<file path="src/rtl/decoder_pkg.sv">
// Shared types and constants for the token decoder.
// Latency: n/a (declarations only).
// Backpressure: n/a.
package decoder_pkg;

    typedef enum logic [3:0] {
        IDLE,
        TOK_REQ,
        TOK_CHK,
        SCAN_REQ,
        SCAN_CHK,
        COPY_REQ,
        COPY_CHK,
        COPY_WR,
        TERM,
        ERR,
        DONE
    } decoder_state;

    // Value that ends a token stream, a vocab entry and the output word.
    localparam int TERMINATOR = 0;

endpackage

</file>
<file path="src/rtl/token_decoder.sv">
// Token decoder: expands a zero-terminated token-ID stream into characters via a vocab RAM.
// Latency: 2 cycles per token fetch, 2 per scanned vocab byte, 3 per copied char, 3 for the stream end.
// Backpressure: none; SRAMs answer in exactly one cycle, the FSM never stalls.
//
// Ports:
//   clk, rst               clock, synchronous active-high reset
//   cs                     start pulse, sampled in IDLE and DONE only
//   tok_addr / tok_dout    token RAM read port (1-cycle latency)
//   voc_addr / voc_dout    vocab RAM read port (1-cycle latency)
//   out_addr/out_din/out_we output RAM write port
//   busy, done, err        status; err qualifies done (1 = aborted)
module token_decoder
    import decoder_pkg::*;
#(
    parameter int ADDR_WIDTH = 4,
    parameter int DATA_WIDTH = 8,
    parameter int VOCAB_END  = 2**ADDR_WIDTH - 1
) (
    input  logic                  clk,
    input  logic                  rst,
    input  logic                  cs,
    output logic [ADDR_WIDTH-1:0] tok_addr,
    input  logic [DATA_WIDTH-1:0] tok_dout,
    output logic [ADDR_WIDTH-1:0] voc_addr,
    input  logic [DATA_WIDTH-1:0] voc_dout,
    output logic [ADDR_WIDTH-1:0] out_addr,
    output logic [DATA_WIDTH-1:0] out_din,
    output logic                  out_we,
    output logic                  busy,
    output logic                  done,
    output logic                  err
);

    localparam logic [ADDR_WIDTH-1:0] LAST_ADDR = ADDR_WIDTH'(VOCAB_END);
    localparam logic [DATA_WIDTH-1:0] TERM_CHAR = DATA_WIDTH'(TERMINATOR);
    localparam logic [DATA_WIDTH-1:0] ONE       = DATA_WIDTH'(1);

    decoder_state          state, state_nxt;
    logic [DATA_WIDTH-1:0] skip, skip_nxt;   // entry separators still to pass while scanning
    logic [ADDR_WIDTH-1:0] tok_addr_nxt, voc_addr_nxt, out_addr_nxt;
    logic [DATA_WIDTH-1:0] out_din_nxt;
    logic                  out_we_nxt, busy_nxt, done_nxt, err_nxt;

    always_ff @(posedge clk) begin
        if (rst) begin
            state    <= IDLE;
            skip     <= '0;
            tok_addr <= '0;
            voc_addr <= '0;
            out_addr <= '0;
            out_din  <= '0;
            out_we   <= 1'b0;
            busy     <= 1'b0;
            done     <= 1'b0;
            err      <= 1'b0;
        end else begin
            state    <= state_nxt;
            skip     <= skip_nxt;
            tok_addr <= tok_addr_nxt;
            voc_addr <= voc_addr_nxt;
            out_addr <= out_addr_nxt;
            out_din  <= out_din_nxt;
            out_we   <= out_we_nxt;
            busy     <= busy_nxt;
            done     <= done_nxt;
            err      <= err_nxt;
        end
    end

    // Every output is a register, so write strobes and status flags are
    // computed here for the state being entered, not the current one.
    always_comb begin
        state_nxt    = state;
        skip_nxt     = skip;
        tok_addr_nxt = tok_addr;
        voc_addr_nxt = voc_addr;
        out_addr_nxt = out_addr;
        out_din_nxt  = out_din;
        out_we_nxt   = 1'b0;
        busy_nxt     = busy;
        done_nxt     = done;
        err_nxt      = err;

        case (state)
            IDLE, DONE: begin
                if (cs) begin
                    state_nxt    = TOK_REQ;
                    tok_addr_nxt = '0;
                    out_addr_nxt = '0;
                    err_nxt      = 1'b0;
                    done_nxt     = 1'b0;
                    busy_nxt     = 1'b1;
                end
            end
            TOK_REQ: state_nxt = TOK_CHK;
            TOK_CHK: begin
                if (tok_dout == TERM_CHAR) begin
                    state_nxt   = TERM;
                    out_we_nxt  = 1'b1;
                    out_din_nxt = TERM_CHAR;
                end else begin
                    voc_addr_nxt = '0;
                    skip_nxt     = tok_dout - ONE;
                    state_nxt    = (tok_dout == ONE) ? COPY_REQ : SCAN_REQ;
                end
            end
            SCAN_REQ: state_nxt = SCAN_CHK;
            SCAN_CHK: begin
                // The wanted entry must start inside the RAM, so the last
                // byte can never be a useful separator.
                if (voc_addr == LAST_ADDR) begin
                    state_nxt = ERR;
                end else begin
                    voc_addr_nxt = voc_addr + 1'b1;
                    state_nxt    = SCAN_REQ;
                    if (voc_dout == TERM_CHAR) begin
                        skip_nxt = skip - ONE;
                        if (skip == ONE)
                            state_nxt = COPY_REQ;
                    end
                end
            end
            COPY_REQ: state_nxt = COPY_CHK;
            COPY_CHK: begin
                if (voc_dout == TERM_CHAR) begin
                    if (tok_addr == LAST_ADDR) begin
                        state_nxt = ERR;
                    end else begin
                        tok_addr_nxt = tok_addr + 1'b1;
                        state_nxt    = TOK_REQ;
                    end
                end else if (out_addr == LAST_ADDR || voc_addr == LAST_ADDR) begin
                    // No room for the word terminator, or the entry runs off the RAM.
                    state_nxt = ERR;
                end else begin
                    state_nxt   = COPY_WR;
                    out_we_nxt  = 1'b1;
                    out_din_nxt = voc_dout;
                end
            end
            COPY_WR: begin
                out_addr_nxt = out_addr + 1'b1;
                voc_addr_nxt = voc_addr + 1'b1;
                state_nxt    = COPY_REQ;
            end
            TERM: begin
                state_nxt = DONE;
                done_nxt  = 1'b1;
                err_nxt   = 1'b0;
                busy_nxt  = 1'b0;
            end
            ERR: begin
                state_nxt = DONE;
                done_nxt  = 1'b1;
                err_nxt   = 1'b1;
                busy_nxt  = 1'b0;
            end
            default: begin
                state_nxt = IDLE;
                busy_nxt  = 1'b0;
            end
        endcase
    end

endmodule

</file>
<file path="config.mk">
export PLATFORM = sky130hd
export DESIGN_NAME = token_decoder
export DESIGN_NICKNAME = d
export VERILOG_FILES = /design/src/rtl/decoder_pkg.sv /design/src/rtl/token_decoder.sv
export SDC_FILE = /design/constraint.sdc
export NUM_CORES = 1
export LEC_CHECK = 0
export BUFFER_PORTS_ARGS = -buffer_cell sky130_fd_sc_hd__buf_2
export CAP_MARGIN = 0
export CORE_AREA = 2 2 76 60
export CTS_CLUSTER_SIZE = 20
export DETAILED_ROUTE_END_ITERATION = 6
export DIE_AREA = 0 0 78 62
export PLACE_DENSITY = 0.78
export SLEW_MARGIN = 15
export SYNTH_ARGS = -nofsm -noshare
export SYNTH_HDL_FRONTEND = slang
export SYNTH_SLANG_ARGS = --single-unit
</file>
<file path="constraint.sdc">
create_clock -name clk -period 3.8 [get_ports clk]
set_input_delay 0.38 -clock clk [delete_from_list [all_inputs] [get_ports clk]]
set_output_delay 0.38 -clock clk [all_outputs]
set_load 0.005 [all_outputs]
</file>
Word level (Yosys, flattened, before mapping)

Index checks and enable logic that the tools add are counted.

$add $sub $neg: 5
Eq/ne operators: 24
Mux-type cells: 35
Bitwise operators: 1
Reductions and logical operators: 22

Operators by type and width:

| kind                                             | count |
|---|---|
| 2-to-1 mux 8 bit                                 | 6 |
| 2-to-1 mux 4 bit                                 | 11 |
| one-hot mux 4 bit (9 select lines)               | 1 |
| one-hot mux 8 bit (2 select lines)               | 2 |
| == test 4 bit, second input constant             | 6 |
| != test 2 bit, second input constant             | 9 |
| == test 4 x 3 -> 1 bit, second input constant    | 4 |
| == test 8 x 1 -> 1 bit, second input constant    | 2 |
| zero test 8 bit                                  | 2 |
| one-hot mux 4 bit (2 select lines)               | 2 |
| subtractor 8 x 1 -> 8 bit, second input constant | 2 |
| adder 4 x 1 -> 4 bit, second input constant      | 3 |
| one-hot mux 4 bit (3 select lines)               | 1 |
| AND reduction 4 bit                              | 3 |
| nonzero test 2 bit                               | 5 |
| 2-to-1 mux 3 bit                                 | 3 |
| == test 4 x 2 -> 1 bit, second input constant    | 2 |
| AND reduction 2 bit                              | 4 |
| OR reduction 7 bit                               | 1 |
| one-hot mux 1 bit (2 select lines)               | 3 |
| nonzero test 3 bit                               | 2 |
| 2-to-1 mux 1 bit                                 | 5 |
| == test 4 x 1 -> 1 bit, second input constant    | 1 |
| zero test 4 bit                                  | 1 |
| 5 further kinds                                  | 6 |

Register bits after elaboration: 36
Bits of input ports: 19

Depth between registers and ports, before layout

Word-level depth: 5
Depth in mapped cells: 7

Worst setup path before layout

No wires, ideal clock.

Kind: in2reg
Start point: input tok_dout[0]
End point: register skip[6]
Library setup time: 70 ps
Arrival time: 1,752 ps
Data required time: 3,730 ps
Setup slack: 1,977 ps
Stages: 7
Buffers on the path: 0
Cell sequence: inv_1 ha_1 or4b_1 or3_1 nand3_1 o211ai_1 a21oi_1

Cells in the longest elaborated chain, start to end: 3

Ends and longest elaborated chain:

| what                                                                      | RTL line                                  | RTL |
|---|---|---|
| start: declaration                                                        | token_decoder.sv:23                       | `input logic [DATA_WIDTH-1:0] tok_dout,` |
| subtractor 8 x 1 -> 8 bit or zero test 8 bit (tied branches)              | token_decoder.sv:103, token_decoder.sv:97 |  |
| 2-to-1 mux 8 bit or != test 2 bit (tied branches)                         | --                                        |  |
| one-hot mux 8 bit (2 select lines) or AND reduction 4 bit (tied branches) | --                                        |  |
| end signal: assignment                                                    | token_decoder.sv:58                       | `skip <= skip_nxt;` |
| end: declaration                                                          | token_decoder.sv:39                       | `logic [DATA_WIDTH-1:0] skip, skip_nxt;` |

Parallel ways exist; a longest one is shown, timed or not. The select of a mux whose other input is x is not followed.
A chain may end at the register's enable or synchronous reset.

Final worst setup path

Start point: register state[3]
End point: register skip[1]

Cells in the longest elaborated chain, start to end: 3

Ends and longest elaborated chain:

| what                                                                 | RTL line            | RTL |
|---|---|---|
| start: declaration                                                   | token_decoder.sv:38 | `decoder_state state, state_nxt;` |
| start signal: assignment                                             | token_decoder.sv:57 | `state <= state_nxt;` |
| == test 4 x 3 -> 1 bit or == test 4 x 2 -> 1 bit (tied branches)     | token_decoder.sv:84 | `case (state)` |
| != test 2 bit (no source line) or nonzero test 2 bit (tied branches) | --                  |  |
| AND reduction 4 bit (no source line)                                 | --                  |  |

Parallel ways exist; a longest one is shown, timed or not.

==> results.ini <==
[outcome]
status = finished, final reports clean

[synth]
syn_inst = 270
netlist_area_mm2 = 0.00218
postSynthAreaPerCell_um2 = 8.07
synth-seq-cells = 36
synthMuxAreaShare_pct = 1.84
synth.distinct_cells = 52
ys.warnings.count = 0
synth_top_family_by_area = simple AND/OR/NAND/NOR gates
yosys.area.top_type = dfxtp_1
post_synth_main_area_contributors = dfxtp_1 33%, a21oi_1 6.7%, nand3_1 4.6%, nand2_1 4.1%, ha_1 4.0%
ys_async_sr_fraction_pct = 0
synth-adder-area-share_pct = 4.02
synthSimpleGateAreaFrac_pct = 29.6
synth-xor-area-share_pct = 4.82
synthFlopType = dfxtp_1
yosys.area.top_type_share_pct = 33.1
yosysSeqAreaShare_pct = 33.1
synth_compound_area_share_pct = 22.0
synth_fp_nets = 296
synth_edf_count = 0

[global_route]
grt_overflow = 0
met1_usage_pct = 29.3
gr-usage-met3_pct = 4.77
grt_util_met2_pct = 34.2
grt-busiest-layer = met2
grt_max_degree = 36
antenna_found_initial = 0
grt_pass1_vias = 1793
grt_pass1_wl_mm = 8.16
track_usage_pct = 21.5

[cts]
clk_path_buf_depth = 2
cts_made_buffers = 5
clk_latency_ns = 0.29
postCtsHoldBufs = 0
cts-root-buf = clkbuf_8
clkTransAtPathRegs_ns = 0.07
htreeDepth = 2
cts_tree = yes
cts-resized-gates = 0
cts_setup_buffers = 0
clock-sinks = 36

[floorplan]
core-area_mm2 = 0.00420
ios = 43
die_w_um = 78
die_y_um = 62
die-area_mm2 = 0.00484
num_rows = 21
start_util_pct = 51.8

[finish]
antennaDiodeCount = 0
final_area_mm2 = 0.00250
fin_nets = 331
area_delta_synth_final_pct = 14.7
final_layout_size_suffix_gt1_share_pct = 20.3
fin_util_pct = 59.5

[critical_path]
critical-path-max-stage-delay_ns = 0.71
path_class = flip-flop to flip-flop
path_max_fanout = 16
endpoint_kind = flip-flop
cp-start-kind = flip-flop
critPathBufInv = 0
arrival_ns = 2.40
critical_path.top_delay_family = simple AND/OR/NAND/NOR gates
worstPathRequired_ns = 3.96
crit_slowest_cell = nor4b_4
crit_chain = nor4b_4 -> and3_4 -> o211a_2 -> mux2i_1 -> nor2_1

[timing]
setup_viol = 0
rsz0062_at_grt = no
finalSetupTns_ns = 0
finalCritPeriodShare_pct = 59.1
slew_viol_final = 0
fmax_ghz = 0.445
hold_slack_ns = 0.348
maxSlewHeadroom_pct = 46.6
finClkSkew_ns = 0.00547
tightestPinTransition_ns = 0.794
min_period_ns = 2.25
hold_viol = 0

[drt]
via_count = 2075
firstDrtPassIters = 4
drtAntennaViolNets = 0
route.detailed.drc = 0
via_per_inst = 5.72
routed_wl_mm = 4.82
wl_per_cell_um = 13.3
first_iter_violations = 175

[worst_hold_path]
hp-class = input pin to flip-flop

[place]
hpwlAfterDp_mm = 3.54
place.gp.congestion = 0.875
portBuffers = 42
dpl_cell_area_mm2 = 0.00239

[pwr]
peakVddDrop_v = 0.000180
powerDensity_mw_per_mm2 = 356
p_total_uw = 891
leakage_nw = 0.997

[job]
max_cap_viol_count = 0

==> layout by cell type, fill, tap and decap left out, drive strengths merged, types with 3 or more instances in the layout <==
cell type / instances
o31ai: 4
buf: 43
and3: 4
inv: 7
nor4: 4
a21oi: 29
nand2b: 4
a22oi: 4
a31oi: 3
nand2: 24
o21ai: 12
or3: 3
nor2b: 3
nor3: 9
xor2: 9
nor2: 23
ha: 7
dfxtp: 36
nor4b: 3
xnor2: 3
o211ai: 10
mux2i: 4
nand3: 20
nand4: 4
clkbuf: 6
and2: 6
==> cell usage after synthesis (6+ instances only) <==
| master | n |
|---|---|
| and2_1 | 6 |
| xor2_1 | 9 |
| nand2_1 | 24 |
| o21ai_0 | 12 |
| dfxtp_1 | 36 |
| clkbuf_1 | 7 |
| nand3_1 | 20 |
| nor2_1 | 22 |
| o211ai_1 | 9 |
| ha_1 | 7 |
| a21oi_1 | 29 |
| inv_1 | 7 |
| nor3_1 | 8 |
==> stage by stage <==
step                cells  worst slack, ns
floorplan             270             1.98
global placement      355             1.66
detailed placement    355             1.57
global route          363             1.38
finish                363             1.55
CTS                   363             1.56
==> cell type report <==
cell class | instances | area, um2
Clock buffer | 6 | 72.6
Sequential cell | 36 | 721
Multi-Input combinational cell | 212 | 1360
Timing Repair Buffer | 43 | 218
Inverter | 7 | 26.3
Fill cell | 389 | 1700
Tap cell | 57 | 71.3
Clock inverter | 2 | 35.0
==> flip-flops by register name, summed over array words and instances (netlist names) <==
signal	flops
skip	8
err	1
tok_addr	4
out_din	8
out_we	1
busy	1
state	4
voc_addr	4
out_addr	4
done	1
==> worst register-to-register path, cell delays in order, from the launching register on <==
cell	delay (ns)
dfxtp_1	0.53
nor4b_4	0.72
and3_4	0.34
o211a_2	0.27
mux2i_1	0.21
nor2_1	0.05
==> logic make-up after synthesis <==
kind of cell    count (synthesis)
simple gates                  115
compound gates                 74
xor+xnor                       12
flops                          36
buf+inv                        22
fa+ha+maj                       7
mux                             4
==> path summary, 6_finish.rpt <==
check                                 start          to  slack [ns]  cells after the start
worst max-delay path               state[3]     skip[1]        1.55                      5
worst min-delay path            voc_dout[6]  out_din[6]        0.35                      3
worst max register to register     state[3]     skip[1]        1.55                      5
worst min register to register   out_din[2]  out_din[2]        0.45                      2
==> power breakdown <==
group,internal (mW),leakage (nW),total (mW),switching [mW]
clock network,0.195,0.0552,0.330,0.135
registers,0.390,0.291,0.415,0.0257
logic,0.0638,0.650,0.145,0.0816
==> layer usage <==
layer  up-vias  routed length (um)
met5         -                   0
li1       1057                   -
met1       937                2360
met2        72                2070
met3         9                 321
met4         0                  78
No activity file was read; power rests on OpenSTA's default activity.
